## src/rtl/jtag_scan_engine.sv

```systemverilog
// JTAG scan sequencer: walks the TAP through IR+DR scans, DR-only scans or a TAP reset,
// one TCK step per clk cycle, with run-time instruction and data lengths.
module jtag_scan_engine #(
   parameter  int MAX_IR_WIDTH = 5,
   parameter  int MAX_DR_WIDTH = 32,
   localparam int IRW = $clog2(MAX_IR_WIDTH + 1),
   localparam int DRW = $clog2(MAX_DR_WIDTH + 1)
) (
   input  logic                    clk,
   input  logic                    reset,
   input  logic                    start,
   input  logic                    skipIr,
   input  logic                    resetTap,
   input  logic [IRW-1:0]          irWidth,
   input  logic [DRW-1:0]          drWidth,
   input  logic [MAX_IR_WIDTH-1:0] irData,
   input  logic [MAX_DR_WIDTH-1:0] drData,
   input  logic                    tdo,
   output logic                    tms,
   output logic                    tdi,
   output logic [3:0]              tapState,
   output logic [MAX_DR_WIDTH-1:0] capturedDr,
   output logic                    busy,
   output logic                    done,
   output logic                    err
);

   localparam int CW = (DRW > IRW) ? ((DRW > 3) ? DRW : 3) : ((IRW > 3) ? IRW : 3);

   typedef enum logic [3:0] {
      TAP_RESET, TAP_IDLE, TAP_DR_SCAN, TAP_IR_SCAN,
      TAP_CAPTURE_IR, TAP_SHIFT_IR, TAP_EXIT1_IR, TAP_PAUSE_IR,
      TAP_EXIT2_IR, TAP_UPDATE_IR, TAP_CAPTURE_DR, TAP_SHIFT_DR,
      TAP_EXIT1_DR, TAP_PAUSE_DR, TAP_EXIT2_DR, TAP_UPDATE_DR
   } tap_t;

   typedef enum logic [2:0] {
      ENG_IDLE, ENG_TO_IDLE, ENG_WALK_IR, ENG_SHIFT_IR,
      ENG_WALK_DR, ENG_SHIFT_DR, ENG_EXIT, ENG_TAP_RST
   } eng_t;

   tap_t                    tap_state_reg;
   tap_t                    tap_next;
   eng_t                    eng_reg;
   logic                    tms_reg;
   logic                    tdi_reg;
   logic                    busy_reg;
   logic                    done_reg;
   logic                    err_reg;
   logic                    skip_reg;
   logic [CW-1:0]           cnt_reg;
   logic [CW-1:0]           ir_last_reg;
   logic [CW-1:0]           dr_last_reg;
   logic [MAX_IR_WIDTH-1:0] ir_sh_reg;
   logic [MAX_DR_WIDTH-1:0] dr_sh_reg;
   logic [MAX_DR_WIDTH-1:0] cap_reg;
   logic [MAX_DR_WIDTH-1:0] captured_reg;
   logic [MAX_DR_WIDTH-1:0] cap_hit;
   logic                    dr_bad;
   logic                    ir_bad;

   always_comb begin
      tap_next = tap_state_reg;
      case (tap_state_reg)
         TAP_RESET:      tap_next = tms_reg ? TAP_RESET     : TAP_IDLE;
         TAP_IDLE:       tap_next = tms_reg ? TAP_DR_SCAN   : TAP_IDLE;
         TAP_DR_SCAN:    tap_next = tms_reg ? TAP_IR_SCAN   : TAP_CAPTURE_DR;
         TAP_IR_SCAN:    tap_next = tms_reg ? TAP_RESET     : TAP_CAPTURE_IR;
         TAP_CAPTURE_IR: tap_next = tms_reg ? TAP_EXIT1_IR  : TAP_SHIFT_IR;
         TAP_SHIFT_IR:   tap_next = tms_reg ? TAP_EXIT1_IR  : TAP_SHIFT_IR;
         TAP_EXIT1_IR:   tap_next = tms_reg ? TAP_UPDATE_IR : TAP_PAUSE_IR;
         TAP_PAUSE_IR:   tap_next = tms_reg ? TAP_EXIT2_IR  : TAP_PAUSE_IR;
         TAP_EXIT2_IR:   tap_next = tms_reg ? TAP_UPDATE_IR : TAP_SHIFT_IR;
         TAP_UPDATE_IR:  tap_next = tms_reg ? TAP_DR_SCAN   : TAP_IDLE;
         TAP_CAPTURE_DR: tap_next = tms_reg ? TAP_EXIT1_DR  : TAP_SHIFT_DR;
         TAP_SHIFT_DR:   tap_next = tms_reg ? TAP_EXIT1_DR  : TAP_SHIFT_DR;
         TAP_EXIT1_DR:   tap_next = tms_reg ? TAP_UPDATE_DR : TAP_PAUSE_DR;
         TAP_PAUSE_DR:   tap_next = tms_reg ? TAP_EXIT2_DR  : TAP_PAUSE_DR;
         TAP_EXIT2_DR:   tap_next = tms_reg ? TAP_UPDATE_DR : TAP_SHIFT_DR;
         TAP_UPDATE_DR:  tap_next = tms_reg ? TAP_DR_SCAN   : TAP_IDLE;
         default:        tap_next = TAP_RESET;
      endcase
   end

   // One-hot select of the capture bit addressed by the shift counter.
   for (genvar gi = 0; gi < MAX_DR_WIDTH; gi++) begin : g_cap_hit
      assign cap_hit[gi] = (cnt_reg == CW'(gi));
   end

   assign dr_bad = (drWidth == '0) || (drWidth > DRW'(MAX_DR_WIDTH));
   assign ir_bad = !skipIr && ((irWidth == '0) || (irWidth > IRW'(MAX_IR_WIDTH)));

   always_ff @(posedge clk) begin
      if (reset) begin
         tap_state_reg <= TAP_RESET;
         eng_reg       <= ENG_IDLE;
         tms_reg       <= 1'b1;
         tdi_reg       <= 1'b0;
         busy_reg      <= 1'b0;
         done_reg      <= 1'b0;
         err_reg       <= 1'b0;
         skip_reg      <= 1'b0;
         cnt_reg       <= '0;
         ir_last_reg   <= '0;
         dr_last_reg   <= '0;
         ir_sh_reg     <= '0;
         dr_sh_reg     <= '0;
         cap_reg       <= '0;
         captured_reg  <= '0;
      end else begin
         tap_state_reg <= tap_next;
         done_reg      <= 1'b0;
         err_reg       <= 1'b0;
         tdi_reg       <= 1'b0;
         case (eng_reg)
            ENG_IDLE: begin
               // Hold the TAP where it is: TMS high parks in reset, low parks in idle.
               tms_reg <= (tap_next != TAP_IDLE);
               if (resetTap) begin
                  eng_reg  <= ENG_TAP_RST;
                  cnt_reg  <= '0;
                  tms_reg  <= 1'b1;
                  busy_reg <= 1'b1;
               end else if (start) begin
                  if (dr_bad || ir_bad) begin
                     err_reg <= 1'b1;
                  end else begin
                     busy_reg    <= 1'b1;
                     skip_reg    <= skipIr;
                     ir_last_reg <= CW'(irWidth) - CW'(1);
                     dr_last_reg <= CW'(drWidth) - CW'(1);
                     ir_sh_reg   <= irData;
                     dr_sh_reg   <= drData;
                     cap_reg     <= '0;
                     cnt_reg     <= '0;
                     if (tap_state_reg == TAP_RESET) begin
                        eng_reg <= ENG_TO_IDLE;
                        tms_reg <= 1'b0;
                     end else begin
                        eng_reg <= skipIr ? ENG_WALK_DR : ENG_WALK_IR;
                        tms_reg <= 1'b1;
                     end
                  end
               end
            end
            ENG_TO_IDLE: begin
               eng_reg <= skip_reg ? ENG_WALK_DR : ENG_WALK_IR;
               tms_reg <= 1'b1;
            end
            ENG_WALK_IR: begin
               if (tap_next == TAP_SHIFT_IR) begin
                  eng_reg   <= ENG_SHIFT_IR;
                  cnt_reg   <= '0;
                  tms_reg   <= (ir_last_reg == '0);
                  tdi_reg   <= ir_sh_reg[0];
                  ir_sh_reg <= ir_sh_reg >> 1;
               end else begin
                  tms_reg <= (tap_next == TAP_DR_SCAN);
               end
            end
            ENG_SHIFT_IR: begin
               if (cnt_reg == ir_last_reg) begin
                  eng_reg <= ENG_WALK_DR;
                  tms_reg <= 1'b1;
               end else begin
                  cnt_reg   <= cnt_reg + CW'(1);
                  tms_reg   <= ((cnt_reg + CW'(1)) == ir_last_reg);
                  tdi_reg   <= ir_sh_reg[0];
                  ir_sh_reg <= ir_sh_reg >> 1;
               end
            end
            ENG_WALK_DR: begin
               // Covers both exit1Ir->updateIr->drScan and the short walk from idle.
               if (tap_next == TAP_SHIFT_DR) begin
                  eng_reg   <= ENG_SHIFT_DR;
                  cnt_reg   <= '0;
                  tms_reg   <= (dr_last_reg == '0);
                  tdi_reg   <= dr_sh_reg[0];
                  dr_sh_reg <= dr_sh_reg >> 1;
               end else begin
                  tms_reg <= (tap_next == TAP_UPDATE_IR);
               end
            end
            ENG_SHIFT_DR: begin
               cap_reg <= (cap_reg & ~cap_hit) | ({MAX_DR_WIDTH{tdo}} & cap_hit);
               if (cnt_reg == dr_last_reg) begin
                  eng_reg <= ENG_EXIT;
                  tms_reg <= 1'b1;
               end else begin
                  cnt_reg   <= cnt_reg + CW'(1);
                  tms_reg   <= ((cnt_reg + CW'(1)) == dr_last_reg);
                  tdi_reg   <= dr_sh_reg[0];
                  dr_sh_reg <= dr_sh_reg >> 1;
               end
            end
            ENG_EXIT: begin
               tms_reg <= 1'b0;
               if (tap_next == TAP_IDLE) begin
                  eng_reg      <= ENG_IDLE;
                  busy_reg     <= 1'b0;
                  done_reg     <= 1'b1;
                  captured_reg <= cap_reg;
               end
            end
            ENG_TAP_RST: begin
               tms_reg <= 1'b1;
               if (cnt_reg == CW'(4)) begin
                  eng_reg  <= ENG_IDLE;
                  busy_reg <= 1'b0;
                  done_reg <= 1'b1;
               end else begin
                  cnt_reg <= cnt_reg + CW'(1);
               end
            end
            default: eng_reg <= ENG_IDLE;
         endcase
      end
   end

   assign tms        = tms_reg;
   assign tdi        = tdi_reg;
   assign tapState   = tap_state_reg;
   assign capturedDr = captured_reg;
   assign busy       = busy_reg;
   assign done       = done_reg;
   assign err        = err_reg;

endmodule

```

## config.mk

```make
export PLATFORM = sky130hd
export DESIGN_NAME = jtag_scan_engine
export DESIGN_NICKNAME = d
export VERILOG_FILES = /design/src/rtl/jtag_scan_engine.sv
export SDC_FILE = /design/constraint.sdc
export NUM_CORES = 1
export LEC_CHECK = 0
export ABC_AREA = 1
export BUFFER_PORTS_ARGS = -buffer_cell sky130_fd_sc_hd__buf_2
export CORE_MARGIN = 1.5
export CORE_UTILIZATION = 40
export CTS_BUF_LIST = sky130_fd_sc_hd__clkbuf_16
export CTS_CLUSTER_SIZE = 14
export DETAILED_ROUTE_END_ITERATION = 8
export PLACE_DENSITY = 0.63
export SLEW_MARGIN = 20
export SYNTH_ARGS = -nofsm -noshare
export SYNTH_HDL_FRONTEND = slang
export SYNTH_SLANG_ARGS = --single-unit
```

## constraint.sdc

```tcl
create_clock -name clk -period 1.7 [get_ports clk]
set_input_delay 0.17 -clock clk [delete_from_list [all_inputs] [get_ports clk]]
set_output_delay 0.17 -clock clk [all_outputs]
set_load 0.05 [all_outputs]
```

After elaboration in Yosys (flattened, before gate mapping)
Index checks and enable logic that the tools add are counted.

Register bits after elaboration: 132. Bits of input ports: 52. Output and inout bits: 41. Logic and storage cells: 210.

Add/subtract/negate cells: 3. $lt $le $gt $ge: 2. Eq/ne operators: 77. Mux-type cells: 75. Bitwise gates (word level): 8. Reductions and logical operators: 30.

Operator list (count): 32-bit two-way mux (8); 6-bit by 5-bit equality test with 1-bit output, second input constant (16); 32-bit case mux with 3 select lines (1); 32-bit bitwise AND (2); 32-bit case mux with 2 select lines (1); 6-bit by 4-bit equality test with 1-bit output, second input constant (8); 6-bit two-way mux (8); 4-bit case mux with 12 select lines (1); 3-bit two-way mux (15); 4-bit equality test, second input constant (10); 6-bit case mux with 6 select lines (1); 32-bit inverter (1); 32-bit OR (1); 5-bit two-way mux (5); 6-bit by 3-bit equality test with 1-bit output, second input constant (4); 6-bit equality test (4); 6-bit zero test (4); 2-bit inequality test, second input constant (12); 3-bit case mux with 8 select lines (1); 1-bit two-way mux (21); 4-bit by 3-bit equality test with 1-bit output, second input constant (5); 4-bit two-way mux (4); 8-bit AND reduction (2); 5-bit case mux with 3 select lines (1); other kinds (35) (59).

Longest topological paths before layout
Depth after elaboration: 8. Mapped depth: 15. Mapped depth without buffers: 14.

Least setup slack after synthesis
No wires, ideal clock.

Path type: register to register. From: register tap_state_reg[2] (netlist: tapState[2]). To: register captured_reg[12] (netlist: capturedDr[12]). Library setup time: 119 ps. Arrival: 1941 ps. Data required time: 1581 ps. Path slack: -361 ps. Cell stages (with the launch flop): 13. Buffers on the path: 3. Clock period less this slack: 2061 ps. Path through: dfxtp_1 buf_6 inv_2 nand2_1 nand2_1 a21oi_4 nor2_4 nor2_4 nand3_2 buf_4 buf_2 o21ai_0 a21oi_1.

Word-level cells in the longest chain between the ends: 5. Elaborated cells between the ends (all ways): 22. Those cells by class: 16 x eq/ne; 1 x mux; 5 x reduce/logical.

Ends and longest elaborated chain: start, declared (line 42) `tap_t tap_state_reg;`; start signal, assigned (line 111) `tap_state_reg <= tap_next;`; 4-bit equality test, or another cell as far along (line 64) `case (tap_state_reg)`; 3-bit OR reduction (no line) or 2-bit OR reduction (tied branches); 4-bit case mux with 12 select lines * (line 64); 4-bit by 1-bit equality test with 1-bit output * (line 198) `if (tap_next == TAP_IDLE) begin`; 2-bit AND reduction (no line) *; end signal, assigned (line 202) `captured_reg <= cap_reg;`; end, declared (line 57) `logic [MAX_DR_WIDTH-1:0] captured_reg;`.

Mark *: on every way between the ends. The rest lies on a longest branch, timed or not. A chain may end at the register's enable or synchronous reset.

Worst setup path in the final report
From: register cnt_reg[1]. To: register dr_sh_reg[28].

Word-level cells in the longest chain between the ends: 3.

Ends and longest elaborated chain: start, declared (line 51) `logic [CW-1:0] cnt_reg;`; start signal, assigned (line 166) `cnt_reg <= cnt_reg + CW'(1);`; start signal, assigned (line 190) `cnt_reg <= cnt_reg + CW'(1);`; start signal, assigned (line 212) `cnt_reg <= cnt_reg + CW'(1);`; 6-bit equality test (line 186) `if (cnt_reg == dr_last_reg) begin`; 2-bit inequality test (no line); 6-bit AND reduction (no line); end signal, assigned (line 133) `dr_sh_reg <= drData;`; end signal, assigned (line 179) `dr_sh_reg <= dr_sh_reg >> 1;`; end signal, assigned (line 193) `dr_sh_reg <= dr_sh_reg >> 1;`; end, declared (line 55) `logic [MAX_DR_WIDTH-1:0] dr_sh_reg;`.

No other way between the ends.

==> flow_summary.yaml <==
logic_synthesis:
  yosysWarnings: 0
  synth-seq-cells: 130
  ys_seq_area_share_pct: 37.32
  syn_inst: 1021
  syn_area_um2: 6973
  syn-num-nets: 1085
  synth_cell_type_count: 39
  syn_avg_cell_area_um2: 6.830
timing:
  maxSlewHeadroom_pct: 74.14
  finalCriticalPeriod_ps: 1806
  worst_slack_ps: -105.8
  fin_crit_sh_pct: 106.2
  rsz0062_at_grt: "true"
  setup_tns_ps: -4533
  slew_violations: 0
  fmax_ghz: 0.5538
  final-hold-violation-count: 0
  max_slew.worst_pin.slew_ps: 384.4
  setup-violations-final: 74
  worst_clock_skew_ps: 10.12
grt:
  grt_pass1_wl_um: 30750
  gr-total-overflow: 0
  grt_antenna_before_repair: 0
  top_usage_layer: "met2"
  use_met2_pct: 36.07
  grtUsageTotal_pct: 20.94
  grt_pass1_vias: 6545
  grt_max_degree: 51
  grt_use_met1_pct: 26.00
  use_met3_pct: 4.204
floorplanning:
  core_area_um2: 17180
  die_w_um: 135.0
  die-area_um2: 18230
  die_y_um: 135.0
  start_util_pct: 40.60
  io_pins: 93
  fp-row-count: 48
clocking:
  h-tree-depth: 4
  cts_hold_buf: 0
  cts_buffers: 17
  clkSlewWorstSetupHoldPaths_ps: 60
  tritoncts: "done"
  cts_root_buf: "clkbuf_16"
  cts_sinks: 130
  insertion_delay_ps: 420
  clk_path_buf_depth: 2
routing:
  routed_via_density: 5.003
  drt_iter0_markers: 352
  wirelength_um: 19690
  drt_drc_violations_left: 0
  wl_per_cell_um: 13.70
  vias: 7189
  ant_nets: 0
  first_pass_iters: 5
critical_path:
  crit_family: "simple AND/OR/NAND/NOR gates"
  worstPathRequired_ps: 2000
  path_class: "reg -> reg"
  crit_path_max_incr_delay_ps: 360
  r2r_slack_ps: -110
  critPathBufInv: 3
  endpoint_kind: "register"
  cp_slowest_cell: "dfxtp_4"
  cp.arrival_ps: 2100
  cp_max_fo: 6
  crit_chain: "buf_6 -> xor2_2 -> nor2_2 -> nand4_1 -> nand3_4 -> buf_12 -> clkbuf_16 -> a21o_1 -> a21oi_1"
  critPathLaunchType: "register"
cells_and_area:
  finish.instance_area_um2: 9625
  n_antenna_cell: 0
  nets: 1263
  drive_gt1_share_pct: 31.19
  syn_to_final_growth_pct: 38.04
  final_cell_mix: "nand2_1 (216), dfxtp_1 (118), a21oi_1 (115)"
  final_common_cell: "nand2_1"
power:
  power_mw: 13.03
  leakagePower_nw: 4.165
  ir_drop_mv: 0.8935
  p_per_area_nw_per_um2: 1354
outcome:
  status: "finished with violations"
  violations: "negative setup slack"
flow_run:
  cap_viol_max_count: 0
placement:
  dpl_cell_area_um2: 8315
  port-buffer-count: 92
  gp_congestion: 0.8865
  place_hpwl_um: 13010
  place_ws_ps: -157.1
min_path:
  hold_path.class: "in -> reg"
## where the power goes
group	internal, mW	leakage [nW]	switching [mW]
sequential	3.46	1.06	0.307
combinational	2.36	2.83	3.34
clock	2.14	0.280	1.42
## worst register-to-register path: cells and delay by family (launching register included)
| kind | cells | cell delay [ps] |
|---|---|---|
| AO/OA/AOI/OAI | 2 | 130 |
| XOR/XNOR | 1 | 150 |
| buffers and inverters | 3 | 420 |
| flip-flops | 1 | 360 |
| AND/OR/NAND/NOR | 3 | 640 |
## worst paths after layout
path	depth (start not counted)	from	to
max	9	cnt_reg[1]	dr_sh_reg[28]
min	3	drData[31]	dr_sh_reg[31]
max reg2reg	9	cnt_reg[1]	dr_sh_reg[28]
min reg2reg	2	capturedDr[23]	capturedDr[23]
## cell families after synthesis
logic type	count (synthesis)	share of synthesized area, %
compound gates	262	21.46
xor+xnor	16	2.010
fa+ha+maj	12	2.153
buf+inv	168	9.941
flops	130	37.32
simple gates	433	27.11
## cell usage after synthesis (all sizes together)
| cell type | n | area (um^2) |
|---|---|---|
| nand2 | 248 | 960.9 |
| a21oi | 136 | 706.9 |
| dfxtp | 130 | 2603 |
| inv | 108 | 410.4 |
| nor2 | 85 | 361.6 |
| o21ai | 62 | 310.3 |
| nand3 | 56 | 315.3 |
| a21o | 31 | 232.7 |
| clkbuf | 31 | 120.1 |
| buf | 25 | 146.4 |
| nor3 | 21 | 105.1 |
| nand4 | 17 | 106.4 |
| o211ai | 15 | 112.6 |
| a31oi | 12 | 75.07 |
| ha | 12 | 150.1 |
| xor2 | 12 | 105.1 |
| clkinv | 4 | 16.26 |
| xnor2 | 4 | 35.03 |
| nor4 | 3 | 18.77 |
| a211oi | 2 | 15.01 |
| nand3b | 2 | 15.01 |
| o2111ai | 2 | 17.52 |
| a21boi | 1 | 18.77 |
| and2 | 1 | 7.510 |
| o21a | 1 | 7.510 |
## layer usage
layer / vias to the layer above / wire length, um
met5: - / 0
met4: 0 / 313
met3: 24 / 702
met2: 156 / 9625
met1: 3285 / 9053
li1: 3724 / -
## final cells by class
cell class | instances | area [um^2]
multi-input combinational | 723 | 4018
sequential | 130 | 2633
clock inverter | 15 | 140.1
inverter | 112 | 432.9
fill | 1696 | 7551
timing repair buffer | 215 | 1695
clock buffer | 17 | 425.4
tap | 225 | 281.5
## timing repair
action	in CTS	in global routing
resized for setup	16	127
gates cloned	0	9
pin swaps	2	28
setup buffers	2	14
endpoints found under the setup margin	71	110
## per-stage QoR
stage               hold slack [ps]  util (%)  std cells
global placement              428.3     48.41       1380
global route                  20.55     56.04       1437
finish                        19.94     56.04       1437
floorplan                     332.2         -       1021
CTS                           1.398     51.98       1414
detailed placement            433.4     48.41       1380
Power figures use the tool's default switching activity.
